File: config.mk
export PLATFORM = sky130hd
export DESIGN_NAME = sample_tick_gen
export DESIGN_NICKNAME = d
export VERILOG_FILES = /design/src/rtl/sample_tick_gen.sv
export SDC_FILE = /design/constraint.sdc
export NUM_CORES = 1
export LEC_CHECK = 0
export CAP_MARGIN = 20
export CORE_ASPECT_RATIO = 0.75
export CORE_MARGIN = 4
export CORE_UTILIZATION = 40
export CTS_CLUSTER_DIAMETER = 100
export CTS_CLUSTER_SIZE = 28
export DETAILED_ROUTE_END_ITERATION = 12
export PLACE_DENSITY = 0.64
export SYNTH_ARGS = -nofsm -noshare
export SYNTH_HDL_FRONTEND = slang
export SYNTH_SLANG_ARGS = --single-unit
File: constraint.sdc
create_clock -name clock -period 7.5 [get_ports clock]
set_input_delay 2.25 -clock clock [delete_from_list [all_inputs] [get_ports clock]]
set_output_delay 2.25 -clock clock [all_outputs]
set_load 0.05 [all_outputs]
File: src/rtl/sample_tick_gen.sv
// Sample-clock generator: square wave with rise/fall strobes, glitch-free
// runtime divisor reload and single-cycle phase advance/retard.
module sample_tick_gen #(
    parameter int unsigned CNT_W        = 22,
    parameter int unsigned DEFAULT_HALF = 6
) (
    input  logic             clock,
    input  logic             reset_n,
    input  logic             en,
    input  logic [CNT_W-1:0] div_half,
    input  logic             div_load,
    input  logic             adv,
    input  logic             ret,
    output logic             new_clock,
    output logic             rise_tick,
    output logic             fall_tick,
    output logic             adj_busy
);

    localparam logic [CNT_W-1:0] HALF_RST = CNT_W'(DEFAULT_HALF);

    logic [CNT_W-1:0] cnt, cnt_n;
    logic [CNT_W-1:0] half_act, half_act_n;
    logic [CNT_W-1:0] half_shd, half_shd_n;
    logic             load_pend, load_pend_n;
    logic             pend_adv, pend_adv_n;
    logic             pend_ret, pend_ret_n;
    logic             new_clock_n, rise_n, fall_n;

    logic hit_term, adv_hit, do_retard, do_toggle;

    always_comb begin
        hit_term  = (cnt == half_act);
        adv_hit   = pend_adv && (half_act != '0) && (cnt == half_act - CNT_W'(1));
        do_retard = en && pend_ret && hit_term;
        do_toggle = en && !do_retard && (hit_term || adv_hit);

        cnt_n       = cnt;
        half_act_n  = half_act;
        half_shd_n  = half_shd;
        load_pend_n = load_pend;
        pend_adv_n  = pend_adv;
        pend_ret_n  = pend_ret;
        new_clock_n = new_clock;
        rise_n      = 1'b0;
        fall_n      = 1'b0;

        if (div_load)
            half_shd_n = div_half;

        if (do_toggle) begin
            new_clock_n = ~new_clock;
            rise_n      = ~new_clock;
            fall_n      = new_clock;
            cnt_n       = '0;
            // An advance that cannot shorten a zero-length half is discarded here.
            if (adv_hit || half_act == '0)
                pend_adv_n = 1'b0;
            if (load_pend)
                half_act_n = half_shd;
            load_pend_n = 1'b0;
        end else if (do_retard) begin
            pend_ret_n = 1'b0;
        end else if (en) begin
            cnt_n = cnt + CNT_W'(1);
        end

        // Loads and requests arriving with a toggle apply to the following half.
        if (div_load)
            load_pend_n = 1'b1;

        if (adv && !ret) begin
            if (pend_ret_n)
                pend_ret_n = 1'b0;
            else
                pend_adv_n = 1'b1;
        end else if (ret && !adv) begin
            if (pend_adv_n)
                pend_adv_n = 1'b0;
            else
                pend_ret_n = 1'b1;
        end
    end

    always_ff @(posedge clock) begin
        if (!reset_n) begin
            cnt       <= '0;
            half_act  <= HALF_RST;
            half_shd  <= HALF_RST;
            load_pend <= 1'b0;
            pend_adv  <= 1'b0;
            pend_ret  <= 1'b0;
            new_clock <= 1'b0;
            rise_tick <= 1'b0;
            fall_tick <= 1'b0;
        end else begin
            cnt       <= cnt_n;
            half_act  <= half_act_n;
            half_shd  <= half_shd_n;
            load_pend <= load_pend_n;
            pend_adv  <= pend_adv_n;
            pend_ret  <= pend_ret_n;
            new_clock <= new_clock_n;
            rise_tick <= rise_n;
            fall_tick <= fall_n;
        end
    end

    assign adj_busy = pend_adv | pend_ret;

endmodule

==> run summary <==
================================================================================
Mean routed wirelength per cell                                          14.9 um
Final critical-path share of the clock period                              62.1%
Number of levels the H-tree was split into                                     3
Ratio of routed vias to standard cells                                      5.31
Setup repair after global routing missed its margin                           no
Time the final worst path needs with I/O delays and setup                4660 ps
Total global-route track usage                                             16.4%
Share of post-route cells with drive strength above 1                      6.60%
Achievable clock frequency                                             0.215 GHz
1st-pass router iterations                                                     5
Post-placement cell count                                                    615
Initial DRC Count                                                            268
Clock insertion delay at the later pin of the skew report                 330 ps
Clock buffer count from CTS                                                    9
Complex-gate fraction of the synthesized area                              7.55%
Post-Place Setup Slack                                                   2270 ps
Area of the core                                                       9740 um^2
Main synth FF type                                                       dfxtp_1
Cts repair resizes                                                             0
Syn Std Cell Area                                                      4030 um^2
Hold buffers post-CTS                                                          0
Global-route wire length before repair                                   15.0 mm
Crit Path Class                                                     input pin to flop
Finished Layout Cells                                                        632
CTS tree                                                                    done
Sequential area share after synthesis                                      35.8%
# Post-CTS Setup Buffers                                                       0
Final Hold Viols                                                               0
Post-Synth XOR/XNOR Area                                                   10.9%
Clk root buf                                                           clkbuf_16
# IOs                                                                         32
Setup crit end kind                                                         flop
Post-Synth Adder-Cell Area                                                0.932%
Maximum fanout count along the critical path                                  48
Gp weighted congestion                                                     0.974
Count of fill cells added during filler insertion                            950
Headroom to the max-slew limit                                             43.8%
Horizontal die dimension                                                  124 um
Ys Warns                                                                       0
Final routed DRC violation total                                               0
Footprint of the multi-input gates                                     2350 um^2
Required time of the critical path                                       7750 ps
Simple-gate share of the synthesized area                                  27.2%
Setup TNS after final layout                                                0 ps
Setup WS post-layout                                                     2840 ps
Clk sink count                                                                72
Count of different cell masters after synthesis                               57
Slew Limit Fails                                                               0
Maximum number of buffers from clock root to sink                              2
Wire length after detailed routing                                       9.44 mm
Post-synth EDFFs                                                               0
Syn Nets                                                                     513
Antenna-violating nets left                                                    0
Synthesized instance count                                                   482
Number of global-route vias before repair                                   3021
Post-detailed-placement half-perimeter wirelength                        7.13 mm
Total of max-cap violations                                                    0
PwrDens                                                              195 nW/um^2
Least-Margin Pin Slew                                                     836 ps
Die height                                                               94.9 um
Classification of the worst-slack hold path                         flop to flop
Area of the die                                                       11800 um^2
Number of vias in the routed layout                                         3356
Post-placement cell area                                               4350 um^2
Area growth syn-to-layout                                                  16.2%
Overall overflow remaining after global route                                  0
Number of antenna violations at the first check in global routing              0
Dominant combinational cell family by area after synthesis          simple AND/OR/NAND/NOR gates
Average footprint of a synthesized cell                                8.35 um^2
# setup viols final                                                            0
Arrival time reported for the critical path endpoint                     4900 ps
Number of buffer cells added on primary ports                                 31
Skew final                                                               5.29 ps
Outcome                                                                completed
Clk pin slew, worst setup/hold paths                                       60 ps
IR Drop Worst-Case VDD                                                0.000121 V
Reported leakage power                                                   1.78 nW
Diode insertion count for antenna repair                                       0
Asr flop ratio synth                                                          0%
Maximum number of pins on one net before global-route repair                  49
Area used by sequential logic in the layout                            1440 um^2
Final Instance Area                                                    4680 um^2
Standard-cell row count                                                       31
Synthesis-stage register bit count                                            72
Portion of netlist area occupied by mux cells                              11.9%
Number of nets at the end of the flow                                        526
Worst Setup Start Kind                                                 input pin
Initial Util                                                               41.4%
================================================================================
-- worst max-delay path: stages --
cell             delay, ps
clkdlybuf4s50_1        450
buf_4                  400
clkinv_1               740
or2_1                  770
o21ai_0                270
-- path summary, 6_finish.rpt --
path	start	endpoint	slack, ps	cells after the start
worst max register to register	half_act[0]	half_act[9]	3390	11
worst min-delay path	half_shd[7]	half_act[7]	450	2
worst max-delay path	reset_n	load_pend	2840	5
worst min register to register	half_shd[7]	half_act[7]	450	2
-- cell type report --
type                       count  area share, %
clock inverter                 6           1.98
sequential                    72           30.8
tap                          132           3.53
clock buffer                  10           4.89
inverter                      15           1.20
timing repair buffer          35           7.27
multi-input combinational    362           50.3
-- state kept, by name, indices dropped and copies added (netlist names) --
signal and count:
half_shd 22, rise_tick 1, pend_adv 1, new_clock 1
pend_ret 1, half_act 22, load_pend 1, fall_tick 1
cnt 22
-- routing by layer --
layer / vias to the layer above / GRT usage (%) / share of wire [%] / wire length (um)
li1: 1685 / - / - / -
met1: 1587 / 21.6 / 48 / 4560
met2: 72 / 25.3 / 44 / 4150
met3: 12 / 6.35 / 6.7 / 636
met4: 0 / 3.96 / 0.92 / 87
met5: - / 0 / 0 / 0
-- report_power, final --
part | internal (mW) | leakage (nW) | switching (mW)
logic | 0.0297 | 1.04 | 0.0290
registers | 0.392 | 0.585 | 0.00661
clock network | 0.293 | 0.149 | 0.161
total | 0.714 | 1.78 | 0.196
-- per-stage QoR --
stage	hold slack, ps	utilization (%)	power (mW)
after floorplan	437	-	0.441
after global placement	446	44.7	0.464
after detailed placement	448	44.7	0.465
after CTS	457	48.0	0.923
after global routing	476	48.1	0.946
final	454	48.1	0.911
-- cells by family (layout without fill, tap and decap cells) --
kind of cell | after synthesis | after routing
multiplexers | 48 | 48
AND/OR/NAND/NOR | 218 | 218
XOR/XNOR | 50 | 50
AO/OA/AOI/OAI | 43 | 43
flip-flops | 72 | 72
adder cells (fa/ha/maj) | 3 | 3
buffers and inverters | 48 | 66
-- cell usage after synthesis, types with 4 or more instances --
master | n | area [um^2]
nor2b_1 | 4 | 25.0
buf_2 | 5 | 25.0
clkbuf_1 | 21 | 78.8
mux2i_1 | 48 | 480
nor2_1 | 66 | 248
and3_1 | 8 | 50.1
nor3_1 | 11 | 55.1
or2_2 | 5 | 31.3
and4_1 | 5 | 43.8
o21ai_0 | 8 | 40.0
nand4_1 | 6 | 37.5
inv_1 | 14 | 52.6
dfxtp_1 | 72 | 1440
xnor2_1 | 27 | 236
nand2_1 | 64 | 240
xor2_1 | 23 | 201
a21oi_1 | 8 | 40.0
nor4_1 | 12 | 75.1
nand3_1 | 10 | 50.1
a31oi_1 | 6 | 37.5
-- cell usage in the layout, fill, tap and decap left out, types with 3 or more instances in the layout --
cell type,synthesis,final
a31oi_1,6,6
buf_4,0,4
a2111oi_0,3,3
nor4_2,3,3
nor4_1,12,12
nand4b_1,3,3
ha_1,3,3
nor3_1,11,11
xor2_1,23,23
and4_1,5,5
dfxtp_1,72,72
nand2_1,64,64
mux2i_1,48,48
nand4_1,6,6
or3_1,3,3
o21ai_0,8,8
nor2b_1,4,4
clkbuf_16,0,9
clkdlybuf4s50_1,0,31
nand3_1,10,10
and3_1,8,8
a21oi_1,8,8
or4_1,3,3
xnor2_1,27,27
or2_2,5,5
inv_1,14,14
nor2_1,66,66
(Power assumes the default switching activity.)
